## config.mk

```make
export PLATFORM = sky130hd
export DESIGN_NAME = node_sequencer
export DESIGN_NICKNAME = d
export VERILOG_FILES = /design/src/rtl/node_sequencer_pkg.sv /design/src/rtl/node_alu.sv /design/src/rtl/node_sequencer.sv
export SDC_FILE = /design/constraint.sdc
export NUM_CORES = 1
export LEC_CHECK = 0
export CAP_MARGIN = 20
export CELL_PAD_IN_SITES_DETAIL_PLACEMENT = 0
export CELL_PAD_IN_SITES_GLOBAL_PLACEMENT = 1
export CORE_MARGIN = 2
export CORE_UTILIZATION = 40
export DETAILED_ROUTE_END_ITERATION = 10
export HOLD_SLACK_MARGIN = 0.12
export PLACE_DENSITY_LB_ADDON = 0.1
export SETUP_SLACK_MARGIN = 0.5
export SLEW_MARGIN = 40
export SYNTH_ARGS = -nofsm -noshare
export SYNTH_HDL_FRONTEND = slang
export SYNTH_HIERARCHICAL = 1
export SYNTH_SLANG_ARGS = --single-unit
```

## constraint.sdc

```tcl
create_clock -name i_clk -period 13.4 [get_ports i_clk]
set_input_delay 3.35 -clock i_clk [delete_from_list [all_inputs] [get_ports i_clk]]
set_output_delay 3.35 -clock i_clk [all_outputs]
set_load 0.02 [all_outputs]
```

## src/rtl/node_sequencer_pkg.sv

```systemverilog
// Shared codes for the TIS-100 node sequencer: register-block commands, opcodes, source selectors,
// FSM states and the ACC saturation helper.
package node_sequencer_pkg;

  typedef enum logic [1:0] {
    RegNop   = 2'd0,
    RegSwp   = 2'd1,
    RegSav   = 2'd2,
    RegWrite = 2'd3
  } reg_instr_e;

  // Codes 14 and 15 are unassigned and execute as NOP.
  typedef enum logic [3:0] {
    OpNop    = 4'd0,
    OpMovAcc = 4'd1,
    OpMovOut = 4'd2,
    OpSwp    = 4'd3,
    OpSav    = 4'd4,
    OpAdd    = 4'd5,
    OpSub    = 4'd6,
    OpNeg    = 4'd7,
    OpJmp    = 4'd8,
    OpJez    = 4'd9,
    OpJnz    = 4'd10,
    OpJgz    = 4'd11,
    OpJlz    = 4'd12,
    OpJro    = 4'd13
  } op_e;

  // Bit 10 is shared by the selector and the immediate, so immediates are 0..1023.
  typedef enum logic [1:0] {
    SrcImm = 2'd0,
    SrcAcc = 2'd1,
    SrcNil = 2'd2,
    SrcIn  = 2'd3
  } src_e;

  typedef enum logic [1:0] {
    StFetch   = 2'd0,
    StExec    = 2'd1,
    StWaitIn  = 2'd2,
    StWaitOut = 2'd3
  } state_e;

  function automatic logic signed [10:0] sat11(input logic signed [11:0] x, input int max_mag);
    int v;
    v = int'(x);
    if (v > max_mag) v = max_mag;
    else if (v < -max_mag) v = -max_mag;
    return 11'(v);
  endfunction

endpackage

```

## src/rtl/node_alu.sv

```systemverilog
// Combinational ACC arithmetic: 12-bit signed intermediate clamped to +/-SAT_MAX, plus ACC sign flags.
module node_alu
  import node_sequencer_pkg::*;
#(
  parameter int SAT_MAX = 999
) (
  input  logic [3:0]         i_op,
  input  logic signed [10:0] i_acc,
  input  logic signed [10:0] i_src,
  output logic signed [10:0] o_result,
  output logic               o_zero,
  output logic               o_neg
);

  logic signed [11:0] w_acc_x;
  logic signed [11:0] w_src_x;
  logic signed [11:0] w_sum;

  assign w_acc_x = {i_acc[10], i_acc};
  assign w_src_x = {i_src[10], i_src};

  always_comb begin
    w_sum = w_acc_x;
    case (i_op)
      OpMovAcc: w_sum = w_src_x;
      OpAdd:    w_sum = w_acc_x + w_src_x;
      OpSub:    w_sum = w_acc_x - w_src_x;
      OpNeg:    w_sum = 12'sd0 - w_acc_x;
      default:  w_sum = w_acc_x;
    endcase
  end

  assign o_result = sat11(w_sum, SAT_MAX);
  assign o_zero   = (i_acc == 11'sd0);
  assign o_neg    = i_acc[10];

endmodule

```

## src/rtl/node_sequencer.sv

```systemverilog
// Fetch/decode/execute controller for one TIS-100 node; drives the sibling ACC/BAK register block
// and performs blocking IN/OUT port handshakes.
module node_sequencer
  import node_sequencer_pkg::*;
#(
  parameter int unsigned PC_W    = 4,
  parameter int          SAT_MAX = 999
) (
  input  logic               i_clk,
  input  logic               i_reset,
  input  logic               i_run,
  input  logic [PC_W:0]      i_prog_len,
  output logic [PC_W-1:0]    o_prog_addr,
  input  logic [15:0]        i_prog_data,
  input  logic signed [10:0] i_acc,
  output logic [1:0]         o_reg_instr,
  output logic signed [10:0] o_reg_val,
  output logic               o_reg_clk_en,
  input  logic signed [10:0] i_in_data,
  input  logic               i_in_valid,
  output logic               o_in_ready,
  output logic signed [10:0] o_out_data,
  output logic               o_out_valid,
  input  logic               i_out_ready
);

  state_e             r_state;
  logic [PC_W-1:0]    r_pc;
  logic [15:0]        r_ir;
  reg_instr_e         r_reg_instr;
  logic signed [10:0] r_reg_val;
  logic               r_reg_clk_en;
  logic signed [10:0] r_out_data;
  logic               r_out_valid;

  logic [15:0]        w_ir;
  logic [3:0]         w_op;
  logic [1:0]         w_src;
  logic               w_uses_src;
  logic               w_need_in;
  logic               w_go;
  logic signed [10:0] w_src_val;
  logic signed [10:0] w_alu;
  logic               w_zero;
  logic               w_neg;
  logic               w_taken;
  reg_instr_e         w_reg_op;
  logic [PC_W:0]      w_len;
  logic [PC_W:0]      w_last_full;
  logic [PC_W-1:0]    w_pc_next;
  logic [PC_W-1:0]    w_target;
  logic [PC_W-1:0]    w_exec_pc;
  int                 w_jro;

  // ROM data is only valid in EXEC; later states replay the latched word.
  assign w_ir  = (r_state == StExec) ? i_prog_data : r_ir;
  assign w_op  = w_ir[15:12];
  assign w_src = w_ir[11:10];

  assign w_uses_src = (w_op == OpMovAcc) || (w_op == OpMovOut) || (w_op == OpAdd) ||
                      (w_op == OpSub) || (w_op == OpJro);
  assign w_need_in  = w_uses_src && (w_src == SrcIn);
  assign w_go       = ((r_state == StExec) && !(w_need_in && !i_in_valid)) ||
                      ((r_state == StWaitIn) && i_in_valid);

  always_comb begin
    w_src_val = 11'sd0;
    case (w_src)
      SrcImm:  w_src_val = $signed(w_ir[10:0]);
      SrcAcc:  w_src_val = i_acc;
      SrcNil:  w_src_val = 11'sd0;
      default: w_src_val = i_in_data;
    endcase
  end

  node_alu #(
    .SAT_MAX(SAT_MAX)
  ) u_alu (
    .i_op    (w_op),
    .i_acc   (i_acc),
    .i_src   (w_src_val),
    .o_result(w_alu),
    .o_zero  (w_zero),
    .o_neg   (w_neg)
  );

  assign w_len       = (i_prog_len == '0) ? {{PC_W{1'b0}}, 1'b1} : i_prog_len;
  assign w_last_full = w_len - 1'b1;
  assign w_pc_next   = ({1'b0, r_pc} >= w_last_full) ? '0 : r_pc + 1'b1;
  assign w_target    = ({1'b0, w_ir[PC_W-1:0]} < w_len) ? w_ir[PC_W-1:0] : '0;

  always_comb begin
    w_taken = 1'b0;
    case (w_op)
      OpJmp:   w_taken = 1'b1;
      OpJez:   w_taken = w_zero;
      OpJnz:   w_taken = !w_zero;
      OpJgz:   w_taken = !w_zero && !w_neg;
      OpJlz:   w_taken = w_neg;
      default: w_taken = 1'b0;
    endcase
  end

  always_comb begin
    w_jro     = int'(r_pc) + int'(w_src_val);
    w_exec_pc = w_taken ? w_target : w_pc_next;
    if (w_op == OpJro) begin
      if (w_jro < 0) w_exec_pc = '0;
      else if (w_jro > int'(w_last_full)) w_exec_pc = w_last_full[PC_W-1:0];
      else w_exec_pc = w_jro[PC_W-1:0];
    end
  end

  always_comb begin
    w_reg_op = RegNop;
    case (w_op)
      OpMovAcc, OpAdd, OpSub, OpNeg: w_reg_op = RegWrite;
      OpSwp:                         w_reg_op = RegSwp;
      OpSav:                         w_reg_op = RegSav;
      default:                       w_reg_op = RegNop;
    endcase
  end

  always_ff @(posedge i_clk) begin
    if (i_reset) begin
      r_state      <= StFetch;
      r_pc         <= '0;
      r_ir         <= '0;
      r_reg_instr  <= RegNop;
      r_reg_val    <= '0;
      r_reg_clk_en <= 1'b0;
      r_out_data   <= '0;
      r_out_valid  <= 1'b0;
    end else begin
      r_reg_clk_en <= 1'b0;
      r_reg_instr  <= RegNop;
      case (r_state)
        StFetch: if (i_run) r_state <= StExec;
        StExec, StWaitIn: begin
          if (r_state == StExec) r_ir <= i_prog_data;
          if (w_go) begin
            if (w_reg_op != RegNop) begin
              r_reg_clk_en <= 1'b1;
              r_reg_instr  <= w_reg_op;
              if (w_reg_op == RegWrite) r_reg_val <= w_alu;
            end
            if (w_op == OpMovOut) begin
              r_out_valid <= 1'b1;
              r_out_data  <= w_src_val;
              r_state     <= StWaitOut;
            end else begin
              r_pc    <= w_exec_pc;
              r_state <= StFetch;
            end
          end else begin
            r_state <= StWaitIn;
          end
        end
        StWaitOut: begin
          if (i_out_ready) begin
            r_out_valid <= 1'b0;
            r_pc        <= w_pc_next;
            r_state     <= StFetch;
          end
        end
        default: r_state <= StFetch;
      endcase
    end
  end

  assign o_prog_addr  = r_pc;
  assign o_reg_instr  = r_reg_instr;
  assign o_reg_val    = r_reg_val;
  assign o_reg_clk_en = r_reg_clk_en;
  assign o_out_data   = r_out_data;
  assign o_out_valid  = r_out_valid;
  assign o_in_ready   = (r_state == StWaitIn) || ((r_state == StExec) && w_need_in);

endmodule
```

# Word level (Yosys, flattened, before mapping)
# Cells that the tools add are included.
# classes
add_sub_neg,6
multipliers,0
div_mod_pow,0
magnitude_cmp,6
eq_ne,25
shift,0
muxes,28
n_bitwise,3
n_reduce_logical,31
# op_table
op,n
$pmux W12 S4,1
$mux W4,9
$pmux W11 S3,1
$eq A4 B4 Y1 const B,6
$mux W11,2
$eq A4 B3 Y1 const B,4
$mux W16,1
$add A11 B11 Y12,1
$add A5 B11 Y12,1
$gt A12 B11 Y1 const B,1
$gt A12 B6 Y1,1
$lt A12 B1 Y1 const B,1
$lt A12 B11 Y1 const B,1
$pmux W2 S3,2
$reduce_and A4 Y1,3
$sub A1 B11 Y12 const A,1
$sub A11 B11 Y12,1
$logic_not A11 Y1,1
$eq A2 B2 Y1 const B,5
$ne A2 B2 Y1 const B,5
$eq A4 B2 Y1 const B,2
$mux W2,4
$pmux W4 S2,1
$reduce_or A4 Y1,2
21 further kinds,42
# totals
register_bits,48
latch_bits,0
mem_bits_rw,0
romBits,0
out_inout_bits,31
elab_cells,107
mem_count,0

# Logic depth before layout (Yosys ltp)
# logic_depth
ltp_word,14
mapped_depth,27
ltp_nobuf,23

# Hierarchy
# The synthesis kept the hierarchy.
# by_module_without_submodules
mod,n_inst,cells_per_inst,area_per_inst_um2
node_sequencer,1,381,3184.3
node_alu,1,251,1670.4

# Worst setup path after synthesis
# No wires, ideal clock.
# synth_path
path_kind,input -> output
startpoint,in i_prog_data[12]
endpoint,out o_in_ready
arrival_time_ns,4.428
required_time_ns,10.050
path_slack_ns,5.622
stages,5
path_buffers,0
path_cell_list,mux2i_1 > clkinv_1 > nor3_1 > o211ai_1 > nand2b_1
# synth_via
elab_chain_cells,9
word_cells_on_any_way,13
classes_between,5 x eq/ne; 1 x mux; 7 x reduce/logical
# synth_rtl
element,line,rtl
"start, declared",node_sequencer.sv:14,"input logic [15:0] i_prog_data,"
$mux W16 *,n/a,
named net w_ir[12],node_sequencer.sv:36,logic [15:0] w_ir;
$eq A4 B1 Y1 / $eq A4 B2 Y1 (equally long branches),node_sequencer.sv:60,assign w_uses_src = (w_op == OpMovAcc) || (w_op == OpMovOut) || (w_op == OpAdd) ||
$logic_or A1 B1 Y1 (3 in a row),node_sequencer.sv:60,
$logic_or A1 B1 Y1 *,node_sequencer.sv:61,(w_op == OpSub) || (w_op == OpJro);
$logic_and A1 B1 Y1 *,node_sequencer.sv:62,assign w_need_in = w_uses_src && (w_src == SrcIn);
$logic_and A1 B1 Y1 *,node_sequencer.sv:177,assign o_in_ready = (r_state == StWaitIn) || ((r_state == StExec) && w_need_in);
$logic_or A1 B1 Y1 *,node_sequencer.sv:177,
"end, declared",node_sequencer.sv:21,"output logic o_in_ready,"
# The timed path passes the listed nets; every way through them passes the cells marked *.

# Final worst setup path
# Same ends and word-level chain as after synthesis.

==> metrics.md <==
| Metric | Value |
|---|---|
| CP Class | in -> out |
| Area grow syn2layout | 22.4% |
| Startpoint Class | primary input |
| Core Region | 0.0119 mm^2 |
| Hold endpoint | r_ir[6] |
| Clk pwr share | a little under a tenth |
| RSZ-0062 raised after global routing | no |
| Reg2reg end | o_reg_val[0] |
| Io pins | 79 |
| Synth Register Bits | 48 |
| Drt wl/cell | 18.1 um |
| Final setup fails | 0 |
| Critical-path cell list | clkdlybuf4s50_1, mux2i_1, clkinv_1, nor3_1, o211ai_1, nand2b_1, clkdlybuf4s50_1 |
| Sw Share | a little over half |
| CP Max Fanout | 24 |
| Cell Count, Final, Fillers Out | 851 |
| Clock tree buffer depth | 2 |
| Layout cells sized above 1 | under 10% |
| Vias in the first global route | about 4600 |
| EDFF count, synth | 0 |
| Post-synth top area share | 19.8% |
| Largest stage delay, worst path | roughly 0.6 ns |
| CTS buffer count | 5 |
| Met1 Use GR | 34.0% |
| Setup Fix Bufs, Post-CTS | 0 |
| Reg2reg path depth | 21 |
| Worst setup margin | approximately 4.2 ns |
| Post-route ant nets | 0 |
| Pwr Density | 227 mW/mm^2 |
| Inserted Diodes | 0 |
| Fillers | approximately 1200 |
| Fmax | approximately 110 MHz |
| Hold WS | approximately 0.46 ns |
| Die height | about 110 um |
| Min-Delay Path Class | reg -> reg |
| TritonCTS clock tree | done |
| Die width | between 100 and 150 um |
| Ys async rst share | 0% |
| Synth cell count leaders | 73 x nor2_1, 53 x nand2_1, 48 x dfxtp_1, 46 x a21oi_1, 36 x mux2i_1 |
| Post-synthesis cell count | around 630 |
| Clk_lat worst skew | roughly 0.29 ns |
| Seq pwr share | 13.5% |
| Req. time, crit path | between 10 and 15 ns |
| R2R Setup Slk | 7.56 ns |
| Slew HR | around 48% |
| CP max stage cell | clkdlybuf4s50_1 |
| Inst Count DP | approximately 840 |
| Final net count | ~790 |
| GR peak layer | met2 |
| DR DRC count | 0 |
| Mapped Nets | 717 |
| Place WS | 4.18 ns |
| Vias per inst | between 5 and 6 |
| Largest net degree at the start of global routing | 47 |
| Initial antenna violation count | 0 |
| Final TNS setup | 0 ns |
| Outcome | completed |
| First-pass GRT wire length | 24.4 mm |
| Comb power frac | 77.1% |
| Top_reg_cell synth | dfxtp_1 |
| CTS sink count | 48 |
| Routed wire length | between 15 and 20 mm |
| Actual slew at the worst max-slew pin | 0.785 ns |
| Yosys warns | 6 |
| First drt pass iteration count | 5 |
| GP Congestion | between 0.9 and 1 |
| CTS clk-pin slew, worst paths | approximately 0.07 ns |
| Total number of vias | 4961 |
| Synth top area cells | dfxtp_1 20%, ha_1 9.0%, mux2i_1 7.4% |
| Tcrit/Tclk final | 68.5% |
| Final Max Slew Viols | 0 |
| Synth cell types | 75 |
| Most used cell, CP | clkdlybuf4s50_1 |
| Initial Util | 40.8% |
| Row count | 40 |
| Grt ovf | 0 |
| Cts hold-fix bufs | 0 |
| Synthesized cell area | ~0.0049 mm^2 |
| H-tree levels | 2 |
| FF-to-FF Start | r_state[1] |
| Starting DRT DRC Count | 393 |
| CTS root buffer | clkbuf_16 |
| Met3 Use GR | 2.38% |
| Peak supply drop | approximately 120 uV |
| Area of the die | ~0.013 mm^2 |
| CP arrival | 5.83 ns |
| Post-cts resize count | 0 |
| Tot GR Track Use | approximately a quarter |
| Post-layout power | 1.35 mW |
| Clk_skew | ~0.0070 ns |
| Int Power | about 0.65 mW |
| Final hold viol count | 0 |
| Hold path depth | 2 |
| Max-cap violations | 0 |
| Count leader, synth | nor2_1 |
| PortBufs | 78 |
| P_sw | between 0.7 and 0.8 mW |
| Area leader, netlist | dfxtp_1 |
| Syn Area/Cell | ~7.7 um^2 |
| Grt met2 use | 38.0% |
| Sequential cell area fraction in the yosys report | roughly 20% |
| Min cycle time layout | slightly above 9 ns |
| Leakage | about 2.3 nW |
| Detailed placer's ending HPWL | around 12 mm |
| Hold path startpoint | r_ir[6] |
| CP Capture Type | primary output |
[kinds of logic (layout without fill, tap and decap cells)]
| group | after synthesis | count (layout) | synth area share [%] |
|---|---|---|---|
| AND/OR/NAND/NOR | 231 | 231 | 23.3 |
| AO/OA/AOI/OAI | 182 | 182 | 26.6 |
| buffers and inverters | 59 | 131 | 5.18 |
| flip-flops | 48 | 48 | 19.8 |
| multiplexers | 44 | 44 | 9.51 |
| adder cells (fa/ha/maj) | 42 | 42 | 10.9 |
| XOR/XNOR | 26 | 26 | 4.69 |
[routing by layer]
metal / vias up / routed length [um] / part of all wire [%]
met4: 0 / 223 / 1.4
met2: 160 / 6880 / 45
met5: - / 0 / 0
met1: 2336 / 7470 / 48
met3: 14 / 863 / 5.6
li1: 2451 / - / -
[critical path, delay by kind of cell]
kind                   cells  cell delay [ns]
AO/OA/AOI/OAI              1             0.14
buffers and inverters      3             1.54
multiplexers               1             0.28
AND/OR/NAND/NOR            2             0.53
[cell usage in the layout (no fill, tap or decap), types with 5 or more instances in the layout]
master | Yosys | routed
a211oi_1 | 15 | 15
a21o_1 | 11 | 11
a21oi_1 | 46 | 46
a31oi_1 | 8 | 8
buf_4 | 2 | 12
clkbuf_16 | 0 | 5
clkdlybuf4s50_1 | 0 | 78
dfxtp_1 | 48 | 48
ha_1 | 35 | 35
inv_1 | 29 | 29
maj3_1 | 5 | 5
mux2_2 | 7 | 7
mux2i_1 | 36 | 36
nand2_1 | 53 | 53
nand2b_1 | 12 | 12
nand3_1 | 22 | 22
nor2_1 | 73 | 73
nor2b_1 | 14 | 14
nor3_1 | 18 | 18
o211ai_1 | 6 | 6
o21a_1 | 6 | 6
o21ai_0 | 35 | 35
o2bb2ai_1 | 5 | 5
xnor2_1 | 14 | 14
xor2_1 | 12 | 12
[worst max path at each step]
stage,startpoint,endpoint,slack [ns],cells after the start
2_1_floorplan,i_prog_data[12],o_in_ready,5.62,5
3_3_place_gp,i_prog_data[12],o_in_ready,4.22,7
3_5_place_dp,i_prog_data[12],o_in_ready,4.18,7
4_1_cts,i_prog_data[12],o_in_ready,4.18,7
5_1_grt,i_prog_data[12],o_in_ready,4.01,7
6_report,i_prog_data[12],o_in_ready,4.22,7
[final cells by class]
cell class,count,area (um^2),area share (%)
repair buffers,90,871,14.6
flip-flops and latches,48,961,16.2
inverters,33,124,2.08
clock buffers,5,125,2.10
clock inverters,3,23.8,0.400
well taps,147,184,3.09
multi-input cells,525,3660,61.5
[metrics by stage]
step	utilization, %	instance area, um^2
3_3_place_gp	48.5	5770
5_1_grt	49.9	5940
3_5_place_dp	48.6	5790
6_report	49.9	5940
2_1_floorplan	-	4850
4_1_cts	49.8	5940
[power groups by stage]
stage	registers (mW)	logic (mW)	clock network (mW)
floorplan	0.189	0.757	0
global route	0.185	1.15	0.135
CTS	0.182	1.03	0.130
detailed placement	0.185	1.03	0
global placement	0.185	1.00	0
finish	0.182	1.04	0.127
[state kept, by name, summed over array words and instances, names as in the netlist]
signal        count
o_out_valid       1
r_ir             16
o_out_data       11
o_reg_clk_en      1
o_reg_instr       2
o_prog_addr       4
o_reg_val        11
r_state           2
Note: power is estimated with default switching activity, not from simulation.
